File: config.mk
export PLATFORM = sky130hd
export DESIGN_NAME = mem_access_unit
export DESIGN_NICKNAME = d
export VERILOG_FILES = /design/src/rtl/mips_pkg.sv /design/src/rtl/load_extend.sv /design/src/rtl/mem_access_unit.sv
export SDC_FILE = /design/constraint.sdc
export NUM_CORES = 1
export LEC_CHECK = 0
export CAP_MARGIN = 0
export CORE_AREA = 2 2 126 128
export CTS_CLUSTER_SIZE = 14
export DETAILED_ROUTE_END_ITERATION = 7
export DIE_AREA = 0 0 128 130
export SYNTH_ARGS = -nofsm -noshare
export SYNTH_HDL_FRONTEND = slang
export SYNTH_SLANG_ARGS = --single-unit
File: constraint.sdc
create_clock -name clk -period 2.4 [get_ports clk]
set_clock_uncertainty 0.05 [all_clocks]
set_input_delay 0.48 -clock clk [delete_from_list [all_inputs] [get_ports clk]]
set_output_delay 0.48 -clock clk [all_outputs]
set_load 0.02 [all_outputs]
File: src/rtl/mips_pkg.sv
// Shared encodings for the MEM stage: access size codes, memory FSM states
// and the writeback select values that ride along to MEM/WB.
package mips_pkg;

  localparam logic [1:0] MEM_BYTE = 2'b00;
  localparam logic [1:0] MEM_HALF = 2'b01;
  localparam logic [1:0] MEM_WORD = 2'b10;

  localparam logic [1:0] MTR_ALU = 2'b00;
  localparam logic [1:0] MTR_MEM = 2'b01;
  localparam logic [1:0] MTR_PC  = 2'b10;

  typedef enum logic {
    ST_IDLE = 1'b0,
    ST_WAIT = 1'b1
  } mau_state_e;

endpackage

File: src/rtl/load_extend.sv
// Load lane extraction: picks the addressed byte or half of a little-endian
// read word and sign- or zero-extends it to 32 bits. Word loads pass unmodified.
module load_extend
  import mips_pkg::*;
(
  input  logic [31:0] rdata,
  input  logic [1:0]  lane,
  input  logic [1:0]  size,
  input  logic        is_unsigned,
  output logic [31:0] data
);

  logic [7:0]  byte_sel;
  logic [15:0] half_sel;

  // NOTE: every output of a combinational block gets a value on every path
  // (defaults first), otherwise synthesis infers a latch to hold the old value.
  always_comb begin
    byte_sel = rdata[{lane, 3'b000} +: 8];
    half_sel = lane[1] ? rdata[31:16] : rdata[15:0];
    data     = rdata;
    case (size)
      MEM_BYTE: data = {{24{~is_unsigned & byte_sel[7]}}, byte_sel};
      MEM_HALF: data = {{16{~is_unsigned & half_sel[15]}}, half_sel};
      default:  data = rdata;
    endcase
  end

endmodule

File: src/rtl/mem_access_unit.sv
// MEM-stage access unit: drives the data-memory req/ack handshake, forms byte
// enables and store lanes, extends load data and stalls the pipe while waiting.
module mem_access_unit
  import mips_pkg::*;
#(
  parameter int TIMEOUT = 16,
  parameter int CNT_W   = 5
) (
  input  logic        clk,
  input  logic        reset,
  input  logic        valid_in,
  input  logic [31:0] alu_result,
  input  logic [31:0] write_data,
  input  logic [4:0]  regdst,
  input  logic [31:0] pc_in,
  input  logic        memread,
  input  logic        memwrite,
  input  logic [1:0]  mem_size,
  input  logic        mem_unsigned,
  input  logic [1:0]  memtoreg,
  input  logic        regwrite,
  output logic        dmem_req,
  output logic        dmem_we,
  output logic [31:0] dmem_addr,
  output logic [31:0] dmem_wdata,
  output logic [3:0]  dmem_be,
  input  logic [31:0] dmem_rdata,
  input  logic        dmem_ack,
  output logic [31:0] ALUResult_out,
  output logic [31:0] mem_read_out,
  output logic [4:0]  regdst_out,
  output logic [31:0] pc_out,
  output logic [1:0]  memtoreg_out,
  output logic        regwrite_out,
  output logic        stall,
  output logic        misalign_exc,
  output logic        bus_err
);

  mau_state_e       state_q, state_d;
  logic [CNT_W-1:0] cnt_q, cnt_d;
  logic             mem_op;
  logic             misaligned;
  logic             at_timeout;
  logic             access_done;
  logic [1:0]       lane;
  logic [31:0]      load_data;

  assign mem_op     = valid_in & (memread | memwrite);
  assign lane       = alu_result[1:0];
  assign at_timeout = (cnt_q == CNT_W'(TIMEOUT));

  assign ALUResult_out = alu_result;
  assign regdst_out    = regdst;
  assign pc_out        = pc_in;
  assign memtoreg_out  = memtoreg;
  assign dmem_addr     = {alu_result[31:2], 2'b00};

  always_comb begin
    case (mem_size)
      MEM_BYTE: misaligned = 1'b0;
      MEM_HALF: misaligned = lane[0];
      default:  misaligned = |lane;
    endcase
  end

  // Store lanes; loads always read the full word.
  always_comb begin
    dmem_be    = 4'b1111;
    dmem_wdata = write_data;
    if (memwrite) begin
      case (mem_size)
        MEM_BYTE: begin
          dmem_be    = 4'b0001 << lane;
          dmem_wdata = {4{write_data[7:0]}};
        end
        MEM_HALF: begin
          dmem_be    = lane[1] ? 4'b1100 : 4'b0011;
          dmem_wdata = {2{write_data[15:0]}};
        end
        default: ;
      endcase
    end
  end

  load_extend u_load_extend (
    .rdata       (dmem_rdata),
    .lane        (lane),
    .size        (mem_size),
    .is_unsigned (mem_unsigned),
    .data        (load_data)
  );

  // NOTE: sequential state is written with non-blocking assignments so every
  // flop samples its _d value from before the edge, independent of block order.
  always_ff @(posedge clk) begin
    if (!reset) begin
      state_q <= ST_IDLE;
      cnt_q   <= '0;
    end else begin
      state_q <= state_d;
      cnt_q   <= cnt_d;
    end
  end

  always_comb begin
    state_d = state_q;
    cnt_d   = cnt_q;
    case (state_q)
      ST_IDLE: begin
        if (mem_op && !misaligned && !dmem_ack) begin
          state_d = ST_WAIT;
          cnt_d   = CNT_W'(1);
        end
      end
      ST_WAIT: begin
        if (dmem_ack || at_timeout) begin
          state_d = ST_IDLE;
          cnt_d   = '0;
        end else begin
          cnt_d = cnt_q + CNT_W'(1);
        end
      end
      default: begin
        state_d = ST_IDLE;
        cnt_d   = '0;
      end
    endcase
  end

  // While waiting the EX/MEM inputs are frozen by stall, so the request
  // fields stay stable without a capture register.
  always_comb begin
    dmem_req     = 1'b0;
    stall        = 1'b0;
    bus_err      = 1'b0;
    misalign_exc = 1'b0;
    access_done  = 1'b0;
    regwrite_out = 1'b0;
    mem_read_out = '0;

    if (!reset) begin
      misalign_exc = mem_op & misaligned;
      regwrite_out = regwrite & valid_in & ~mem_op;
    end else begin
      case (state_q)
        ST_IDLE: begin
          if (!mem_op) begin
            regwrite_out = regwrite & valid_in;
          end else if (misaligned) begin
            misalign_exc = 1'b1;
          end else begin
            dmem_req = 1'b1;
            if (dmem_ack) access_done = 1'b1;
            else          stall       = 1'b1;
          end
        end
        ST_WAIT: begin
          if (dmem_ack) begin
            dmem_req    = 1'b1;
            access_done = 1'b1;
          end else if (at_timeout) begin
            bus_err = 1'b1;
          end else begin
            dmem_req = 1'b1;
            stall    = 1'b1;
          end
        end
        default: ;
      endcase
    end

    if (access_done) begin
      regwrite_out = regwrite & valid_in;
      mem_read_out = (memread && !memwrite) ? load_data : '0;
    end
  end

  assign dmem_we = dmem_req & memwrite;

endmodule
Yosys cells after proc, flatten, opt, wreduce, memory -nomap -nowiden
Index checks and enable logic that the tools add are counted.
- register bits: 6
- input port bits: 145
- output and inout bits: 177
- word-level logic and storage cells: 73
- $add $sub $neg: 1
- eq/ne operators: 3
- shift-type cells: 2
- mux-type cells: 45
- bitwise gates (word level): 11
- reduce and logical (&&, ||, !) cells: 9
- operators with widths (operator ; count):
    $pmux 32 s2 ; 2
    $mux 32 ; 3
    $shiftx 32x6->8 ; 1
    $mux 1 ; 28
    $mux 16 ; 1
    $mux 5 ; 2
    $pmux 1 s2 ; 5
    $pmux 5 s2 ; 1
    $mux 4 ; 2
    $pmux 4 s2 ; 1
    $and 1x1->1 ; 7
    $add 5x1->5 const B ; 1
    $eq 5x5->1 const B ; 1
    $shl 1x2->4 const A ; 1
    $logic_and 1x1->1 ; 3
    $logic_not 1->1 ; 3
    $not 1->1 ; 3
    $eq 2x1->1 const B ; 1
    $logic_not 2->1 ; 1
    $ne 2x2->1 const B ; 1
    $reduce_or 2->1 ; 1
    $logic_or 1x1->1 ; 1
    $or 1x1->1 ; 1

Longest topological paths before layout
Gate-level depths: netlist of the first run.
- depth in word-level cells: 7
- gate-level depth with buffers: 6
- mapped depth without buffers: 6

By module
From an unflattened synthesis of the first run, not the netlist that was laid out.
- cell total of the unflattened synthesis: 401
- area, all modules: 2603.7 um2
- by module, submodules not included (module ; instances ; cells an instance ; area an instance (um2) ; seq. area each (um2)):
    mem_access_unit ; 1 ; 279 ; 1909.3 ; 120.1
    load_extend ; 1 ; 122 ; 694.4 ; 0.0

Worst setup path after synthesis of the first run
No wires, ideal clock.
- path type: input to output
- from: input port mem_size[0]
- to: output port mem_read_out[9]
- arrival: 1792 ps
- required time: 1870 ps
- setup slack: 78 ps
- cell stages on the path: 5
- buffers on the path: 3
- cell sequence: buf_2 > buf_2 > buf_2 > nand2_1 > a221oi_1
- word-level cells in the longest chain between the ends: 7
- elaborated cells on any way between the ends: 10
- classes of those cells: eq/ne (1); mux (8); reduce/logical (1)
- RTL lines (item ; line ; source):
    from (decl) ; mem_access_unit.sv:18 ; input logic [1:0] mem_size,
    $eq 2x1->1 or $logic_not 2->1 (tied branches) ; load_extend.sv:22, mem_access_unit.sv:60 ;
    $pmux 1 s2 ; mem_access_unit.sv:60 ; case (mem_size)
    $mux 1 ; mem_access_unit.sv:150 ; end else if (misaligned) begin
    $mux 1 ; mem_access_unit.sv:148 ; if (!mem_op) begin
    $pmux 1 s2 ; mem_access_unit.sv:146 ; case (state_q)
    $mux 1 ; mem_access_unit.sv:142 ; if (!reset) begin
    $mux 32 * ; mem_access_unit.sv:173 ; if (access_done) begin
    to (decl) ; mem_access_unit.sv:30 ; output logic [31:0] mem_read_out,
Mark *: on every way between the ends. The rest lies on a longest branch, timed or not.

Worst setup path in the final report of the first run
- from: input port dmem_rdata[12]
- to: output port mem_read_out[4]
- word-level cells in the longest chain between the ends: 4
- RTL lines (item ; line ; source):
    from (decl) ; mem_access_unit.sv:27 ; input logic [31:0] dmem_rdata,
    $shiftx 32x6->8 ; load_extend.sv:19 ; byte_sel = rdata[{lane, 3'b000} +: 8];
    $pmux 32 s2 ; load_extend.sv:22 ; case (size)
    $mux 32 ; mem_access_unit.sv:175 ; mem_read_out = (memread && !memwrite) ? load_data : '0;
    $mux 32 ; mem_access_unit.sv:173 ;
No other way between the ends.

==> metrics, run 1 <==
met3 global-route usage=0.04264; Setup crit end kind=output pin; busiest grt layer=met2; clk root buf=clkbuf_16; Die Y=130 um; clock sinks=6; Setup TNS=0 ns; HP Class=reg -> reg; PwrDens=244.0 nW/um2; DR vias=2728; DR DRC count=0; post-synth cell types=44; largest net degree at the start of global routing=26; synthesized flop and latch total=6; GP Congestion=0.7599; YS warnings=0; fill count=1708; Nets=617; IO buf count=151; Finished Layout Cells=660; initial antenna violation count=0; Worst R2R Setup Slack=0.58 ns; maxcap violations=0; TritonCTS Buffers=3; EDFF count, synth=0; Storage cell area=120.1 um2; Final HPWL DP=8.214 mm; pre-CTS WS=-0.9021 ns; most numerous cell in the Yosys netlist=buf_4; top cells by count, synth=buf_4 (113), nand2_1 (57), a21oi_1 (26), o21ai_0 (23), nor3_1 (17); drt total wl=10.23 mm; synthesized area per cell=6.764 um2; synthesized area=2449 um2; met1 GRT Util=0.1541; CTS tree=yes; Placed Cells=650; Post-synth ARST share=0; crit-path max FO=2; fin crit period=2.343 ns; Pleak=0.001813 uW; first-pass GRT wire length=14.99 mm; Synth area leader=buf_4; CP Launch Point=dmem_rdata[12]; crit path launch type=primary input; ys flop type=dfxtp_1; register area share after synthesis=0.04905; htree depth=1; Max Buffers Root-to-Sink=2; area fraction of the dominant cell type after synthesis=0.3464; Setup Crit Path Kind=in -> out; VDD IR max=0.2264 mV; RSZ-0062 raised after global routing=yes; wire per inst=15.50 um; CTS hold repair buffers=0; # IOs=322; die area=16640 um2; Clk pin slew, worst setup/hold paths=0.03 ns; CP arrival=1.81 ns; Critical R2R Launch=cnt_q[0]; R2R depth=7; DP Area=3856 um2; vias per inst=4.133; number of iterations in the first detailed-routing pass=4; period utilisation layout=0.9762; CP Capture Point=mem_read_out[4]; cell count after synthesis=362; Final Setup Violations=0; area of the multi-input gates=1585 um2; Die Wd=128 um; vias in the first global route=2657; Synth area leaders=buf_4 (35%), nand2_1 (8.7%), a21oi_1 (5.3%); min setup slack post-route=0.05707 ns; slowest CP cell=clkdlybuf4s50_1; Clock Latency Late Sink=0.23 ns; Initial DRC Count=156; post-route ant nets=0; effective utilization at floorplan=0.1587; run status=complete, no violations; Slew Viols, Final=0; FP Rows=46; core area=15420 um2; WP data required=1.87 ns; Final Hold Viols=0; Final Instance Area=4161 um2; n_diodes=0; Fmax=0.4268 GHz; total power=1015 uW; worst stage delay on the critical path=0.45 ns; layout cell share with drive strength beyond 1=0.4081; Area Overhead vs Synth=69.95%; Critical Path, Cell by Cell=clkdlybuf4s50_1 -> inv_1 -> o21ai_1 -> buf_4 -> a22oi_1 -> a21oi_1 -> clkdlybuf4s15_2; grt met2 use=0.1636; grt ovf=0; reg2reg end=cnt_q[4]; GRT Overall Usage=0.1142
[timing repair]
item | in CTS | in global routing
gates resized for setup | 299 | 32
gates cloned | 3 | 0
buffers inserted | 5 | 0
setup endpoints to repair | 67 | 34
pin swaps | 12 | 6
[report_power, final]
part | internal (uW) | switching, uW
registers | 102 | 0.887
logic | 325 | 320
clock network | 214 | 53.9
[through the flow]
stage	util	hold slack, ns
final	0.2698	0.4375
after global routing	0.2698	0.4806
after CTS	0.2692	0.4456
after detailed placement	0.2500	0.4339
after global placement	0.2500	0.4342
after floorplan	-	0.4082
[placed cells by master (no fill, tap or decap), types with 3 or more instances in the layout]
cell type,n
a21o_1,4
a21oi_1,24
a221oi_2,6
a22oi_1,5
buf_12,4
buf_16,3
buf_2,15
buf_4,87
buf_6,14
clkbuf_16,3
clkbuf_2,6
clkdlybuf4s15_2,4
clkdlybuf4s50_1,70
dfxtp_1,6
dlygate4sd2_1,26
inv_1,13
mux2_2,8
mux2i_1,9
nand2_1,56
nand2b_1,3
nand3_1,3
nor2_1,4
nor2b_1,3
nor3_1,8
nor3_2,10
nor3_4,10
o21a_1,3
o21ai_0,15
o21ai_1,8
or3_1,3
[layer usage]
| metal | vias to the layer above | wire [um] |
|---|---|---|
| met3 | 41 | 999 |
| met4 | 0 | 343 |
| met2 | 121 | 4388 |
| li1 | 1349 | - |
| met5 | - | 0 |
| met1 | 1217 | 4500 |
[worst min path at each step]
stage                   from        to  slack [ns]  cells after the start
floorplan           cnt_q[4]  cnt_q[4]        0.41                      2
global placement    cnt_q[4]  cnt_q[4]        0.43                      2
detailed placement  cnt_q[4]  cnt_q[4]        0.43                      2
CTS                 cnt_q[4]  cnt_q[4]        0.45                      2
global route        cnt_q[4]  cnt_q[4]        0.48                      2
finish              cnt_q[4]  cnt_q[4]        0.44                      2
[registers in the layout, summed over array words and instances (netlist names)]
register	cells
state_q	1
cnt_q	5
[critical path, delay by kind of cell]
family | cells | cell delay (ns)
buf+inv | 4 | 0.92
compound gates | 3 | 0.40
[layout make-up]
class                      count  share of cell area
timing repair buffer         232              0.5027
inverter                      13             0.01173
clock buffer                   3             0.01804
multi-input combinational    214              0.3809
tap                          192             0.05773
sequential                     6             0.02886
[cell families after synthesis]
logic type,after synthesis,synth area share
AO/OA/AOI/OAI,81,0.2146
adder cells (fa/ha/maj),2,0.01022
buffers and inverters,143,0.4027
flip-flops,6,0.04906
multiplexers,19,0.08380
other,1,0.001531
AND/OR/NAND/NOR,110,0.2381
(Power assumes the default switching activity.)
==> inputs of run 2 (changes only) <==
- clock period: 2.4 -> 2.2 ns (I/O delays scaled with it)
==> run 2 against run 1 <==
Compared with the run above:
- the run now ends with setup timing left
- worst setup slack lost 0.069 ns
- final area grew 5.3%
- global-route usage grew 0.57 points
- clock power grew 13%
- hold slack gained 0.010 ns
- via count grew 3.1%
- core utilization grew 1.4 points
- sequential share of layout area shrank 0.060 points
==> metrics, run 2 (synthesis gave the netlist of run 1 again) <==
n_diodes=0; largest net degree at the start of global routing=22; top flop regs=cnt_q: 5 flops, state_q: 1 flops; initial antenna violation count=1; Clk pin slew, worst setup/hold paths=0.03 ns; die area=16640 um2; crit path launch type=primary input; commonest non-fill, non-tap cells in the layout=buf_4 (81), clkdlybuf4s50_1 (70), nand2_1 (56); DR DRC count=0; Die Y=130 um; Initial DRC Count=79; area of the multi-input gates=1724 um2; Max Buffers Root-to-Sink=2; min setup slack post-route=-0.01190 ns; IO buf count=151; WP data required=1.71 ns; Storage cell area=123.9 um2; VDD IR max=0.2733 mV; Nets=624; Die Wd=128 um; pre-CTS WS=-1.044 ns; core area=15420 um2; drt total wl=10.90 mm; fin crit period=2.212 ns; RSZ-0062 raised after global routing=yes; GP Congestion=0.7670; run status=finished, violations left; TritonCTS Buffers=3; effective utilization at floorplan=0.1587; Setup crit end kind=output pin; CTS hold repair buffers=0; wire per inst=16.34 um; Final HPWL DP=8.516 mm; maxcap violations=0; Area Overhead vs Synth=79.00%; # IOs=322; crit-path max FO=4; Fmax=0.4521 GHz; grt ovf=0; Worst R2R Setup Slack=0.43 ns; period utilisation layout=1.005; first-pass GRT wire length=15.39 mm; CTS tree=yes; vias per inst=4.217; Final Hold Viols=0; CP arrival=1.72 ns; total power=1171 uW; Final Setup Violations=4; largest register by flop count=cnt_q; post-route ant nets=0; FP Rows=46; PwrDens=267.2 nW/um2; GRT Overall Usage=0.1199; Pleak=0.001886 uW; HP Class=reg -> reg; fill count=1686; vias in the first global route=2686; Clock Latency Late Sink=0.23 ns; number of iterations in the first detailed-routing pass=4; Setup Crit Path Kind=in -> out; most common cell after layout, fill and taps aside=buf_4; number of flip-flops in the largest register=5; clk root buf=clkbuf_16; DR vias=2813; Slew Viols, Final=0; violated checks=setup timing; htree depth=1; clock sinks=6; layout cell share with drive strength beyond 1=0.4568
run 2: changes by cell type in the layout (fill, tap and decap cells not counted), moves of 3 or more:
cell	delta
buf_4	-6
dlygate4sd2_1	-5
buf_16	-3
o21ai_2	+4
a21oi_2	+4
clkbuf_2	-5
clkdlybuf4s15_1	+3
o21ai_1	-4
nor3_4	+4
a21oi_1	-4
buf_6	+20
run 2: area by class of cell:
cell class                 instances  share of cell area
timing repair buffer             237              0.4953
multi-input combinational        216              0.3934
tap                              192             0.05481
sequential                         6             0.02826
clock buffer                       3             0.01713
inverter                          13             0.01113
run 2: repair_timing:
action / in CTS / in global routing
pin swaps: 23 / 21
resized for setup: 343 / 67
endpoints found under the setup margin: 68 / 39
buffers inserted: 11 / 0
cloned: 2 / 0
run 2: through the flow:
step / area [um2] / std cells / TNS, ns / hold slack, ns / util
3_5_place_dp: 3934 / 653 / -53.49 / 0.4442 / 0.2550
2_1_floorplan: 2472 / 363 / -0.2542 / 0.4082 / -
4_1_cts: 4170 / 668 / -0.1213 / 0.4487 / 0.2704
6_report: 4383 / 667 / -0.01459 / 0.4478 / 0.2842
3_3_place_gp: 3934 / 653 / -51.49 / 0.4304 / 0.2550
5_1_grt: 4383 / 667 / -0.6076 / 0.4946 / 0.2842
run 2: path summary, 6_finish.rpt:
check / start / to / cells past startpoint
min reg2reg: cnt_q[4] / cnt_q[4] / 2
max reg2reg: cnt_q[0] / cnt_q[4] / 7
min: cnt_q[4] / cnt_q[4] / 2
max: mem_size[0] / mem_read_out[11] / 8
run 2: metal layers:
layer  track usage  vias up  share of wire
li1              -     1363              -
met1        0.1627     1271           0.45
met2        0.1777      125           0.43
met3       0.02870       54          0.078
met4       0.05947        0          0.044
met5             0        -              0
run 2: critical path, stage by stage:
cell,delay [ns]
buf_8,0.10
buf_6,0.12
nor4_4,0.23
buf_4,0.17
a311oi_4,0.05
buf_6,0.16
a221oi_2,0.25
buf_4,0.19
run 2: power by group:
part | internal [uW] | switching, uW
Clock | 234 | 69.0
Combinational | 379 | 376
Sequential | 111 | 3.07
Total | 724 | 448
==> inputs of run 3 (changes only) <==
- CORE_AREA: 2 2 126 128 -> 2 2 124 126
- DIE_AREA: 0 0 128 130 -> 0 0 126 128
- SYNTH_HIERARCHICAL: default -> 1
==> run 3 against run 2 <==
Compared with the run above:
- clock power hardly changed
- worst setup slack got worse by 0.082 ns
- non-clock buffer count is 1 lower
- sequential cell count stayed put
- fmax fell by 3.6%
- synthesized cell count rose by 11%
- register-to-register slack gained 0.45 ns
- sequential power hardly changed
- highest routed layer unchanged
- critical path depth is 2 lower
- final area up 0.57%
- via count increased by 5.0%
- the flow still finishes with violations (setup timing)
==> metrics, run 3 <==
run status=finished, violations left; violated checks=setup timing; Clk pin slew, worst setup/hold paths=0.04 ns; DR DRC count=0; GRT Overall Usage=0.1228; # IOs=322; CTS tree=yes; worst stage delay on the critical path=0.45 ns; largest family of logic cells by synthesized area=buffers and inverters; slowest CP cell=clkdlybuf4s50_1; synthesized area=2604 um2; Area Overhead vs Synth=69.29%; vias in the first global route=2845; Top delay family on crit path=buffers and inverters; largest register by flop count=cnt_q; EDFF count, synth=0; Placed Cells=675; synthesized area per cell=6.493 um2; VDD IR max=0.2328 mV; most common cell after layout, fill and taps aside=nand2_1; reg2reg end=cnt_q[4]; fin crit period=2.294 ns; Post-synth ARST share=0; cell count after synthesis=401; GP Congestion=0.8693; Nets=657; clk root buf=clkbuf_16; CTS hold repair buffers=0; met3 global-route usage=0.02963; maxcap violations=0; XOR/XNOR Fraction of Synth Area=0; DR vias=2953; Setup crit end kind=output pin; htree depth=1; busiest grt layer=met2; clock sinks=6; Clock Latency Late Sink=0.23 ns; Setup Crit Path Kind=in -> out; HP Start=cnt_q[1]; TritonCTS Buffers=3; Final HPWL DP=8.483 mm; commonest non-fill, non-tap cells in the layout=nand2_1 (95), buf_4 (75), clkdlybuf4s50_1 (65); Adder-Cell Fraction of Synth Area=0.009611; met1 GRT Util=0.1572; Worst Path Buf+Inv=3; RSZ-0062 raised after global routing=yes; hold slack=0.4536 ns; FP Rows=45; n_diodes=0; crit-path max FO=2; grt ovf=0; Fmax=0.4359 GHz; grt met2 use=0.1945; DP Area=3973 um2; area fraction of the dominant cell type after synthesis=0.3287; period utilisation layout=1.043; post-synth cell types=50; Slew Viols, Final=0; top flop regs=cnt_q: 5 flops, state_q: 1 flops; register area share after synthesis=0.04613; first-pass GRT wire length=15.79 mm; Setup TNS=-0.3570 ns; Synth area leader=buf_4; Final Setup Violations=9; Die Wd=126 um; WP data required=1.71 ns; min setup slack post-route=-0.09427 ns; Max Buffers Root-to-Sink=2; Critical R2R Launch=state_q; Final Instance Area=4408 um2; Initial DRC Count=109; Hold Path End=cnt_q[1]; number of flip-flops in the largest register=5; wire per inst=15.59 um; die area=16130 um2; ys flop type=dfxtp_1; Die Y=128 um; initial antenna violation count=0; post-synthesis mux area share=0.07881; Synth area leaders=buf_4 (33%), nand2_1 (14%), and3_1 (7.7%); Finished Layout Cells=696; drt total wl=10.85 mm; layout cell share with drive strength beyond 1=0.4075; top cells by count, synth=buf_4 (114), nand2_1 (97), and3_1 (32), o21ai_0 (14); CP arrival=1.80 ns; vias per inst=4.243; simple-gate area share of the yosys netlist=0.3282; Critical Path, Cell by Cell=clkdlybuf4s50_1 -> buf_4 -> a21o_1 -> a221o_1 -> and3_4 -> buf_6; effective utilization at floorplan=0.1752; core area=14860 um2; number of iterations in the first detailed-routing pass=4; largest net degree at the start of global routing=21; PwrDens=267.3 nW/um2; post-route ant nets=0; HP Class=reg -> reg; post-synthesis compound-gate area fraction=0.1615; hold depth=2; YS warnings=6; synthesized flop and latch total=6; crit path launch type=primary input; Final Hold Viols=0; Pleak=0.002156 uW; IO buf count=151; fill count=1627; Worst R2R Setup Slack=0.88 ns; R2R depth=5; most numerous cell in the Yosys netlist=buf_4
==> run 3: final cells by class <==
class,instances,area (um2),share of cell area
Multi-Input combinational cell,255,1748,0.3965
Timing Repair Buffer,236,2200,0.4990
Clock buffer,3,75.07,0.01703
Inverter,8,30.03,0.006812
Sequential cell,6,120.1,0.02725
Tap cell,188,235.2,0.05336
==> run 3: cell families after synthesis <==
group / after synthesis
buffers and inverters: 141
AO/OA/AOI/OAI: 59
other: 1
AND/OR/NAND/NOR: 173
multiplexers: 19
adder cells (fa/ha/maj): 2
flip-flops: 6
==> run 3: report_power, final <==
part           internal [uW]  switching, uW
clock                    234           69.2
sequential               111           1.02
combinational            408            354
total                    754            424
==> run 3: per-stage QoR <==
step / util / power (uW) / setup WS [ns]
floorplan: - / 687.7 / 0.2065
global placement: 0.2673 / 830.2 / -1.048
detailed placement: 0.2673 / 829.2 / -1.045
CTS: 0.2870 / 1162 / -0.1823
global route: 0.2965 / 1254 / -0.1334
finish: 0.2965 / 1178 / -0.09427
==> run 3: timing repair <==
action	CTS	global route
pin swaps	17	13
setup buffers	12	4
setup endpoints to repair	69	47
hold endpoints to repair	0	0
gates resized for setup	341	54
gates cloned	3	0
==> run 3: metal layers <==
layer,share of wire,vias to the layer above
met5,0,-
met4,0.043,0
li1,-,1465
met3,0.081,55
met2,0.45,117
met1,0.43,1316
==> run 3: worst max-delay path by stage <==
stage | cells after the start | slack (ns) | start | end
after CTS | 8 | -0.18 | alu_result[0] | mem_read_out[11]
after floorplan | 5 | 0.21 | alu_result[0] | mem_read_out[10]
final | 6 | -0.09 | dmem_rdata[27] | mem_read_out[11]
after detailed placement | 8 | -1.04 | alu_result[0] | mem_read_out[11]
after global routing | 9 | -0.13 | alu_result[0] | mem_read_out[7]
after global placement | 8 | -1.05 | alu_result[0] | mem_read_out[9]
==> run 3: tightest hold or removal path, stage by stage (launching register included) <==
cell,delay [ns]
dfxtp_1,0.30
inv_1,0.06
o21ai_0,0.08
